--- src/rtl/mem_access_stage.sv ---
// Memory-access pipeline stage: passes ALU results through, or runs one RAM load/store and stalls upstream until ack.
// Optional feature: define MEM_TIMEOUT_EN to abort an access after TIMEOUT_CYCLES WAIT cycles with a bus_err pulse.
module mem_access_stage #(
    parameter int unsigned TIMEOUT_CYCLES = 16
) (
    input  logic        clk,
    input  logic        rst,
    input  logic        readEnable,
    input  logic        writeEnable,
    input  logic [15:0] Address,
    input  logic [15:0] storeData,
    input  logic [15:0] aluOutput,
    input  logic        writeRegp3,
    input  logic [2:0]  regAddressp3,
    input  logic [15:0] ram_rdata,
    input  logic        ram_ack,
    output logic [15:0] ram_addr,
    output logic [15:0] ram_wdata,
    output logic        ram_re,
    output logic        ram_we,
    output logic [15:0] wbData,
    output logic        writeRegp4,
    output logic [2:0]  regAddressp4,
    output logic        stall,
    output logic        bus_err
);

    typedef enum logic {
        ST_IDLE = 1'b0,
        ST_WAIT = 1'b1
    } state_e;

    state_e      state_q, state_d;
    logic        is_write_q, is_write_d;
    logic [15:0] alu_q, alu_d;
    logic        wreg_q, wreg_d;
    logic [2:0]  raddr_q, raddr_d;
    logic [15:0] ram_addr_q, ram_addr_d;
    logic [15:0] ram_wdata_q, ram_wdata_d;
    logic        ram_re_q, ram_re_d;
    logic        ram_we_q, ram_we_d;
    logic [15:0] wb_data_q, wb_data_d;
    logic        wreg_p4_q, wreg_p4_d;
    logic [2:0]  raddr_p4_q, raddr_p4_d;

    logic mem_req;
    assign mem_req = readEnable | writeEnable;

`ifdef MEM_TIMEOUT_EN
    localparam int unsigned CNT_W = $clog2(TIMEOUT_CYCLES + 1);

    logic [CNT_W-1:0] cnt_q, cnt_d;
    logic             bus_err_q, bus_err_d;
`else
    // A zero limit is meaningless; the check keeps the parameter referenced when no counter is built.
    if (TIMEOUT_CYCLES == 0) begin : g_timeout_cycles_zero
    end
`endif

    // NOTE: every signal assigned here gets a default first, so no path can infer a latch.
    always_comb begin
        state_d     = state_q;
        is_write_d  = is_write_q;
        alu_d       = alu_q;
        wreg_d      = wreg_q;
        raddr_d     = raddr_q;
        ram_addr_d  = ram_addr_q;
        ram_wdata_d = ram_wdata_q;
        ram_re_d    = ram_re_q;
        ram_we_d    = ram_we_q;
        wb_data_d   = wb_data_q;
        wreg_p4_d   = wreg_p4_q;
        raddr_p4_d  = raddr_p4_q;
`ifdef MEM_TIMEOUT_EN
        cnt_d       = cnt_q;
        bus_err_d   = 1'b0;
`endif

        case (state_q)
            ST_IDLE: begin
                if (mem_req) begin
                    state_d     = ST_WAIT;
                    is_write_d  = writeEnable;
                    alu_d       = aluOutput;
                    wreg_d      = writeRegp3;
                    raddr_d     = regAddressp3;
                    ram_addr_d  = Address;
                    ram_wdata_d = storeData;
                    // A store takes priority when both enables are set.
                    ram_we_d    = writeEnable;
                    ram_re_d    = ~writeEnable;
                    wreg_p4_d   = 1'b0;
`ifdef MEM_TIMEOUT_EN
                    cnt_d       = '0;
`endif
                end else begin
                    wb_data_d   = aluOutput;
                    wreg_p4_d   = writeRegp3;
                    raddr_p4_d  = regAddressp3;
                end
            end

            ST_WAIT: begin
                if (ram_ack) begin
                    state_d    = ST_IDLE;
                    ram_re_d   = 1'b0;
                    ram_we_d   = 1'b0;
                    wb_data_d  = is_write_q ? alu_q : ram_rdata;
                    wreg_p4_d  = wreg_q;
                    raddr_p4_d = raddr_q;
                end
`ifdef MEM_TIMEOUT_EN
                else if (cnt_q == CNT_W'(TIMEOUT_CYCLES - 1)) begin
                    state_d   = ST_IDLE;
                    ram_re_d  = 1'b0;
                    ram_we_d  = 1'b0;
                    wreg_p4_d = 1'b0;
                    bus_err_d = 1'b1;
                end else begin
                    cnt_d = cnt_q + CNT_W'(1);
                end
`endif
            end

            default: state_d = ST_IDLE;
        endcase
    end

    // NOTE: state uses non-blocking assignments so every register samples pre-edge values;
    // the capture registers are reset too, so nothing from an abandoned access survives rst.
    always_ff @(posedge clk or posedge rst) begin
        if (rst) begin
            state_q     <= ST_IDLE;
            is_write_q  <= 1'b0;
            alu_q       <= '0;
            wreg_q      <= 1'b0;
            raddr_q     <= '0;
            ram_addr_q  <= '0;
            ram_wdata_q <= '0;
            ram_re_q    <= 1'b0;
            ram_we_q    <= 1'b0;
            wb_data_q   <= '0;
            wreg_p4_q   <= 1'b0;
            raddr_p4_q  <= '0;
        end else begin
            state_q     <= state_d;
            is_write_q  <= is_write_d;
            alu_q       <= alu_d;
            wreg_q      <= wreg_d;
            raddr_q     <= raddr_d;
            ram_addr_q  <= ram_addr_d;
            ram_wdata_q <= ram_wdata_d;
            ram_re_q    <= ram_re_d;
            ram_we_q    <= ram_we_d;
            wb_data_q   <= wb_data_d;
            wreg_p4_q   <= wreg_p4_d;
            raddr_p4_q  <= raddr_p4_d;
        end
    end

`ifdef MEM_TIMEOUT_EN
    always_ff @(posedge clk or posedge rst) begin
        if (rst) begin
            cnt_q     <= '0;
            bus_err_q <= 1'b0;
        end else begin
            cnt_q     <= cnt_d;
            bus_err_q <= bus_err_d;
        end
    end

    assign bus_err = bus_err_q;
`else
    assign bus_err = 1'b0;
`endif

    assign ram_addr     = ram_addr_q;
    assign ram_wdata    = ram_wdata_q;
    assign ram_re       = ram_re_q;
    assign ram_we       = ram_we_q;
    assign wbData       = wb_data_q;
    assign writeRegp4   = wreg_p4_q;
    assign regAddressp4 = raddr_p4_q;
    assign stall        = (state_q == ST_WAIT) || ((state_q == ST_IDLE) && mem_req);

endmodule

--- config.mk ---
export PLATFORM = sky130hd
export DESIGN_NAME = mem_access_stage
export DESIGN_NICKNAME = d
export VERILOG_FILES = /design/src/rtl/mem_access_stage.sv
export SDC_FILE = /design/constraint.sdc
export NUM_CORES = 1
export LEC_CHECK = 0
export ABC_AREA = 1
export CAP_MARGIN = 20
export CORE_MARGIN = 4
export CORE_UTILIZATION = 47
export CTS_BUF_LIST = sky130_fd_sc_hd__clkbuf_16
export CTS_CLUSTER_DIAMETER = 100
export CTS_CLUSTER_SIZE = 20
export DETAILED_ROUTE_END_ITERATION = 7
export DONT_BUFFER_PORTS = 1
export GPL_TIMING_DRIVEN = 0
export MAX_ROUTING_LAYER = met4
export PLACE_DENSITY = 0.66
export SLEW_MARGIN = 20
export SYNTH_ARGS = -nofsm -noshare
export SYNTH_HDL_FRONTEND = slang
export SYNTH_SLANG_ARGS = --single-unit
--- constraint.sdc ---
create_clock -name clk -period 2.15 [get_ports clk]
set_input_delay 0.3225 -clock clk [delete_from_list [all_inputs] [get_ports clk]]
set_output_delay 0.3225 -clock clk [all_outputs]
set_load 0.01 [all_outputs]
==> run summary <==
vias post-DR = 2654
Area contributors post-synth = dfrtp_1, nand2_1, inv_1, o21ai_0, nand3_1
CTS tree = built
Die H = 92.5 um
DRT met1 WL = 3.45 mm
Final Max Slew Viols = 0
TritonCTS buffer count = 9
CTS Sinks = 76
post-synthesis sequential area ratio = 56.6%
Post-CTS Repair Setup Buffers = 0
synthesized area = 0.00336 sq mm
overall routing resource usage = 21.3%
Yosys top cell area share = 56.6%
CP max-delay cell = dfrtp_1
WP buf/inv = 3
PortBufs = 0
metal3 WL = 839 um
FF+latch count, synth = 76
DR iter-0 viols = 151
Cells after Synth = 434
wire length per cell = 14.6 um
max_cap viols = 0
crit-path max FO = 10
Top Ports = 129
Total Negative Setup Slacks = 0 ps
detailed-placement wirelength estimate = 5.78 mm
post-layout min period = 1350 ps
crit end category = register
post-synthesis cell type count = 17
Max VDD drop = 0.000586 V
Hold Worst Slack = 105 ps
status = complete, no violations
Max-Slew Margin vs Limit = 57.7%
Final Hold Viols = 0
maximum clock frequency = 0.743 GHz
gpl congestion = 0.802
Ant. Diodes = 0
total grt overflow = 0
Final Core Density = 56.2%
Final #Nets = 521
CP peak stage delay = 360 ps
share of layout cells above drive strength 1 = 10.6%
CTS resizes = 0
placeable core region = 0.00687 sq mm
Required @ worst endpoint = 2370 ps
RSZ-0062 raised after global routing = false
initial antenna violation count = 0
DRC Markers = 0
global-route wire length before repair = 13.8 mm
Clock Path Buffers = 2
hold bufs inserted after CTS = 1
finished layout cell area = 0.00386 sq mm
Worst-Skew Late Latency = 330 ps
CP Launch Type = register
CTS root buf = clkbuf_16
fillers = 655
DR pass1 iterations = 4
overall routed net length = 8.04 mm
pwr/cell area = 1390 mW/mm^2
CP most frequent cell = nand2_1
Syn. warnings = 0
vias in the first global route = 2774
Starting Density = 48.9%
# rows = 30
Slew @ Worst Pin = 634 ps
crit path cell chain = buf_4, clkinv_1, buf_2, nand2_1, nand3_1, nand2_1, nand2_1, nand2_1
HP Class = input port to register
H-tree depth = 3
die area = 0.00856 sq mm
CP delay by family, top = buffers and inverters
crit share post-route = 62.6%
Met2 Wirelength = 3.67 mm
final setup violation count = 0
Data arrival, critical path = 1560 ps
Syn Nets = 507
overall die width = 92.5 um
Syn-to-layout area delta = 15.1%
Routed Antenna Nets = 0
Setup CP Type = register to register
largest area contributor in the netlist = dfrtp_1
Vias/cell = 4.83
Clock Skew = 7.71 ps
synthesized area per cell = 7.74 sq um
largest net degree at the start of global routing = 29
Cell Area, Placed = 0.00353 sq mm
top sig layer = met4
Worst-path clk slew = 60 ps
Leak = 0.00214 uW
## placed cells by master, fill, tap and decap left out, drive strengths merged
cell type	instances
clkinvlp	2
nand2	246
nand3	17
a21oi	1
o21ai	26
dfrtp	76
buf	21
clkbuf	12
clkinv	4
or2	3
conb	1
bufinv	2
nor2	4
dlygate4sd3	1
inv	37
## state kept, by name (all words and copies together), names as in the netlist
signal / cells
ram_addr: 16
alu_q: 16
raddr_q: 3
wbData: 16
writeRegp4: 1
wreg_q: 1
state_q: 1
regAddressp4: 3
ram_re: 1
ram_we: 1
is_write_q: 1
ram_wdata: 16
## power by group
group          internal (uW)  switching, uW  total (uW)
registers               1980            530        2510
clock network           1020            598        1620
logic                    446            810        1260
## synth_stat cells
library cell and n:
nand2_1 245, dfrtp_1 76, inv_1 34, o21ai_0 25, nand3_1 17, buf_2 13, buf_4 6, clkbuf_1 3
inv_2 3, or2_2 3, nor2_1 2, nor2_2 2, a21oi_1 1, clkinv_1 1, conb_1 1, nand2_2 1
o21ai_2 1
## metal layers
layer | up-vias | global-route usage, %
met5 | - | -
met4 | 0 | 6.06
met3 | 7 | 8.53
met2 | 98 | 32.0
met1 | 1220 | 26.8
li1 | 1329 | -
## path summary, 6_finish.rpt
kind	startpoint	to	slack (ps)	cells past startpoint
min in group asynchronous	rst	ram_addr[13]	550	2
max in group asynchronous	rst	raddr_q[2]	1060	3
worst min-delay path	regAddressp3[1]	raddr_q[1]	110	2
worst min register to register	raddr_q[1]	raddr_q[1]	480	2
worst max-delay path	is_write_q	wbData[9]	800	8
worst max register to register	is_write_q	wbData[9]	800	8
## metrics by stage
stage                     std cells  setup WS (ps)  total power (uW)
final                           549            805              5380
after global routing            549            600              5820
after CTS                       549            754              5470
after detailed placement        532            789              3810
after global placement          530            537              3760
after floorplan                 434            974              3420
## logic make-up after synthesis
| family | share of synthesized area [%] |
|---|---|
| other | 0.112 |
| AOI/OAI and AO/OA | 4.14 |
| and+or+nand+nor | 31.3 |
| buffers and inverters | 7.86 |
| DFF | 56.6 |
## worst register-to-register path: stages, from the launching register on
cell and delay, ps:
dfrtp_1 360, buf_4 160, clkinv_1 150, buf_2 270, nand2_1 70, nand3_1 70
nand2_1 60, nand2_1 60, nand2_1 40
## cell type report
type                       instances  area (sq um)  share of cell area (%)
tap                               96           120                    3.11
sequential                        76          1900                    49.2
multi-input combinational        298          1190                    30.9
buffer                            22           121                    3.14
timing repair buffer               3          57.6                    1.49
clock inverter                     7          98.8                    2.56
inverter                          38           146                    3.79
clock buffer                       9           225                    5.83
(Power assumes the default switching activity.)
